--- config.mk ---
export PLATFORM = sky130hd
export DESIGN_NAME = serial_frame_ctrl
export DESIGN_NICKNAME = d
export VERILOG_FILES = /design/src/rtl/serial_frame_ctrl.sv
export SDC_FILE = /design/constraint.sdc
export NUM_CORES = 1
export LEC_CHECK = 0
export CORE_MARGIN = 10
export CORE_UTILIZATION = 40
export CTS_BUF_LIST = sky130_fd_sc_hd__clkbuf_2
export DETAILED_ROUTE_END_ITERATION = 12
export MAX_ROUTING_LAYER = met4
export RECOVER_POWER = 50
export SKIP_LAST_GASP = 1
export SLEW_MARGIN = 20
export SYNTH_ARGS = -nofsm -noshare
export SYNTH_HDL_FRONTEND = slang
export SYNTH_SLANG_ARGS = --single-unit
--- constraint.sdc ---
create_clock -name clk -period 1.8 [get_ports clk]
set_clock_uncertainty 0.15 [all_clocks]
set_input_delay 0.18 -clock clk [delete_from_list [all_inputs] [get_ports clk]]
set_output_delay 0.18 -clock clk [all_outputs]
set_load 0.1 [all_outputs]
--- src/rtl/serial_frame_ctrl.sv ---
// Decodes start/port/length frame headers from a raw serial line and gates payload bits to the port demux.
// Payload bits reach SerOut combinationally while data_valid=1; a one-cycle done pulse follows the last one.
module serial_frame_ctrl #(
  parameter int PORT_W = 2,
  parameter int LEN_W  = 4
) (
  input  logic              clk,
  input  logic              rst,
  input  logic              SerIn,
  output logic [PORT_W-1:0] portnum,
  output logic              SerOut,
  output logic              data_valid,
  output logic              busy,
  output logic              done
);
  localparam int MAXW  = (PORT_W > LEN_W) ? PORT_W : LEN_W;
  localparam int CNT_W = $clog2(MAXW + 1);

  typedef enum logic [2:0] {IDLE, PORT, LEN, DATA, DONE} state_t;

  state_t            state_q, state_d;
  logic [CNT_W-1:0]  cnt_q, cnt_d;
  logic [PORT_W-1:0] port_sr_q, port_sr_d, portnum_q, portnum_d;
  logic [LEN_W-1:0]  len_sr_q, len_sr_d, rem_q, rem_d;
  logic              busy_q, dv_q, done_q;
  logic [PORT_W:0]   port_full;
  logic [LEN_W:0]    len_full;

  // Header fields assembled MSB first, including the bit currently on the line.
  assign port_full = {port_sr_q, SerIn};
  assign len_full  = {len_sr_q, SerIn};

  always_comb begin
    state_d   = state_q;
    cnt_d     = cnt_q;
    port_sr_d = port_sr_q;
    portnum_d = portnum_q;
    len_sr_d  = len_sr_q;
    rem_d     = rem_q;
    case (state_q)
      IDLE: begin
        if (!SerIn) begin
          state_d = PORT;
          cnt_d   = '0;
        end
      end
      PORT: begin
        port_sr_d = port_full[PORT_W-1:0];
        if (cnt_q == CNT_W'(PORT_W - 1)) begin
          portnum_d = port_full[PORT_W-1:0];
          cnt_d     = '0;
          state_d   = LEN;
        end else begin
          cnt_d = cnt_q + 1'b1;
        end
      end
      LEN: begin
        len_sr_d = len_full[LEN_W-1:0];
        if (cnt_q == CNT_W'(LEN_W - 1)) begin
          cnt_d = '0;
          if (len_full[LEN_W-1:0] == '0) begin
            state_d = DONE;
          end else begin
            rem_d   = len_full[LEN_W-1:0];
            state_d = DATA;
          end
        end else begin
          cnt_d = cnt_q + 1'b1;
        end
      end
      DATA: begin
        rem_d = rem_q - 1'b1;
        if (rem_q == LEN_W'(1)) state_d = DONE;
      end
      DONE:    state_d = IDLE;
      default: state_d = IDLE;
    endcase
  end

  // Outputs are registered from the next state so they line up with the state they describe.
  always_ff @(posedge clk or posedge rst) begin
    if (rst) begin
      state_q   <= IDLE;
      cnt_q     <= '0;
      port_sr_q <= '0;
      portnum_q <= '0;
      len_sr_q  <= '0;
      rem_q     <= '0;
      busy_q    <= 1'b0;
      dv_q      <= 1'b0;
      done_q    <= 1'b0;
    end else begin
      state_q   <= state_d;
      cnt_q     <= cnt_d;
      port_sr_q <= port_sr_d;
      portnum_q <= portnum_d;
      len_sr_q  <= len_sr_d;
      rem_q     <= rem_d;
      busy_q    <= (state_d != IDLE);
      dv_q      <= (state_d == DATA);
      done_q    <= (state_d == DONE);
    end
  end

  assign portnum    = portnum_q;
  assign data_valid = dv_q;
  assign busy       = busy_q;
  assign done       = done_q;
  assign SerOut     = SerIn & dv_q;

endmodule
==> impl_results.md <==
- Status: complete, but fails checks
- Failing checks: setup timing
- Max cap viols: 0
- Crit path buf inv count: 0
- Leakage power: 0.0006145 µW
- Yosys reg bits: 19
- Fraction of registers with async set/reset: 100.0%
- Worst skew pair latency: 0.31 ns
- Period utilisation layout: 100.5%
- Input/output buffers: 8
- Syn avg cell area: 10.68 µm²
- Std cell rows: 19
- Post-Layout Inst Area: 0.001384 mm²
- # diodes: 0
- CP delay by family, top: flip-flops
- Routed vias/inst: 5.592
- Initial antenna violation count: 0
- RePlAce Congestion: 0.8136
- # DRC: 0
- Max incr delay on CP: 0.42 ns
- DRT Pass-1 Iters: 4
- Yosys cell types: 42
- Num ports: 9
- Multiplexer share of the synthesized area: 6.869%
- Class of the worst hold path: register to register
- Main combinational cell family by area after synthesis: simple AND/OR/NAND/NOR gates
- Post-synthesis instance area: 0.001111 mm²
- Initial Util: 41.00%
- Main synth FF type: dfrtp_1
- Sink Count: 19
- Fin util: 51.06%
- Finish-stage setup viols: 1
- Worst setup margin: -0.008866 ns
- Initial DRC Count: 52
- Die area: 0.005286 mm²
- Slew margin rel.: 29.91%
- Top post-synthesis cells by area: dfrtp_1 43%, ha_1 6.8%, mux2_2 5.1%
- Vias: 878
- Max Fanout on Critical Path: 4
- Area fraction of the dominant cell type after synthesis: 42.79%
- Worst Setup Start Kind: register
- Largest net degree at the start of global routing: 20
- Max-slew violations: 0
- Final Hold Viols: 0
- Die H: 72.71 µm
- Hold_ws: 0.3881 ns
- Tightest Pin Transition: 1.051 ns
- Share of post-route cells with drive strength above 1: 31.75%
- Routed WL per cell: 15.91 µm
- Sequential cell area fraction in the yosys report: 42.79%
- Post-synthesis simple-gate area fraction: 20.38%
- Remaining global-route overflow: 0
- Fmax: 0.5528 GHz
- Reg clk slew, reported paths: 0.18 ns
- CTS max path bufs: 2
- Top-count cell post-synth: dfrtp_1
- Number of global-route vias before repair: 898
- CTS buffer count: 3
- Top cell by count, worst path: ha_2
- Post-synth top cells: 19 x dfrtp_1, 8 x inv_1, 6 x ha_1, 6 x nor2_1, 6 x nor3_1
- CTS tree: built
- Nets: 136
- Synth Area in Compound Gates: 15.77%
- # H-tree levels: 1
- GRT Total Usage: 9.743%
- First-pass GRT wire length: 4.119 mm
- Synth Instances: 104
- Crit-path cells: ha_2 -> ha_2 -> or3b_1 -> o31a_1 -> o31ai_2
- Synth area leader: dfrtp_1
- Syn Nets: 113
- Crit path time final: 1.809 ns
- Core area: 0.002710 mm²
- EDFF count, synth: 0
- Layout area overhead: 24.55%
- Root Driver: clkbuf_2
- Slowest CP cell: dfrtp_1
- Routed wire length: 2.498 mm
- RSZ-0062 raised after global routing: true
- XOR/XNOR share of the synthesized area: 0%
- Crit end category: register
- CP Data Required Time: 1.88 ns
- Routed Antenna Nets: 0
- Adder-Cell Fraction of Synth Area: 6.757%
- Fin cells: 157
- Placed cell area: 0.001341 mm²
- Dpl ws: -0.01225 ns
- Ys Warns: 0
- Cts hold-fix bufs: 0
- WP data arrival: 1.89 ns
- Worst ir drop on vdd: 1.517 mV
- Post-DP HPWL: 1.764 mm
- Die Span X: 72.71 µm
- Placed insts: 150
- Power Density: 1913 mW/mm²
- CP Class: register to register
[cells in the final DEF, fill, tap and decap left out, drive strengths merged, types with 2 or more instances in the layout]
master   n
and2b    2
buf     18
clkbuf   6
dfrtp   19
ha       6
inv      8
mux2     5
mux2i    2
nand2    5
nand2b   2
nand3    2
nor2     6
nor3     6
nor3b    3
nor4     2
o21ai    6
o311a    2
o31ai    2
[final cells by class]
class                   instances  area (µm²)
clock buffers                   3       15.01
clock inverters                 1       5.005
fillers                       256        1326
inverters                       8       30.03
multi-input cells              72       586.8
flip-flops and latches         19       476.7
well taps                      31       38.79
repair buffers                 23       231.5
[flip-flops by register name, indices dropped and copies added, names as in the netlist]
signal      count
busy            1
cnt_q           3
data_valid      1
done            1
len_sr_q        3
port_sr_q       1
portnum         2
rem_q           4
state_q         3
[power breakdown]
group	switching, µW	internal (µW)	total [µW]
Sequential	252	610	862
Combinational	867	732	1600
Clock	136	50.4	186
Total	1250	1390	2650
[cells by family after synthesis]
| family | count (synthesis) |
|---|---|
| and+or+nand+nor | 37 |
| AOI/OAI and AO/OA | 22 |
| DFF | 19 |
| buffers and inverters | 13 |
| muxes | 7 |
| adders and majority gates | 6 |
[through the flow]
stage / setup TNS (ns) / total power, µW
3_3_place_gp: 0 / 2381
6_report: -0.008866 / 2647
2_1_floorplan: 0 / 1917
3_5_place_dp: -0.01341 / 2426
4_1_cts: 0 / 2651
5_1_grt: -0.09932 / 2838
[what timing repair did]
action                     4_1_cts  5_1_grt
gates resized for setup          4        3
setup buffers                    2        2
pin swaps                        2        1
gates cloned                     0        0
setup endpoints to repair        4        5
[path summary, 6_finish.rpt]
path                                           from                      to  slack, ns  depth (start not counted)
max                            cnt_q[1]$_DFFE_PP0P_    cnt_q[1]$_DFFE_PP0P_     -0.009                          5
min                        port_sr_q[0]$_DFFE_PP0P_  portnum[1]$_DFFE_PP0P_       0.39                          1
max reg2reg                    cnt_q[1]$_DFFE_PP0P_    cnt_q[1]$_DFFE_PP0P_     -0.009                          5
min reg2reg                port_sr_q[0]$_DFFE_PP0P_  portnum[1]$_DFFE_PP0P_       0.39                          1
max in group asynchronous                       rst    data_valid$_DFF_PP0_       0.36                          3
min in group asynchronous                       rst    rem_q[2]$_DFFE_PP0P_       0.45                          3
[routing by layer]
layer / wire length [µm] / GRT usage [%] / vias to the layer above
met5: 0 / - / -
met4: 8 / 1.266 / 0
met3: 108 / 3.401 / 2
met2: 1211 / 15.80 / 15
met1: 1169 / 11.65 / 436
li1: - / - / 425
Power figures use the tool's default switching activity.
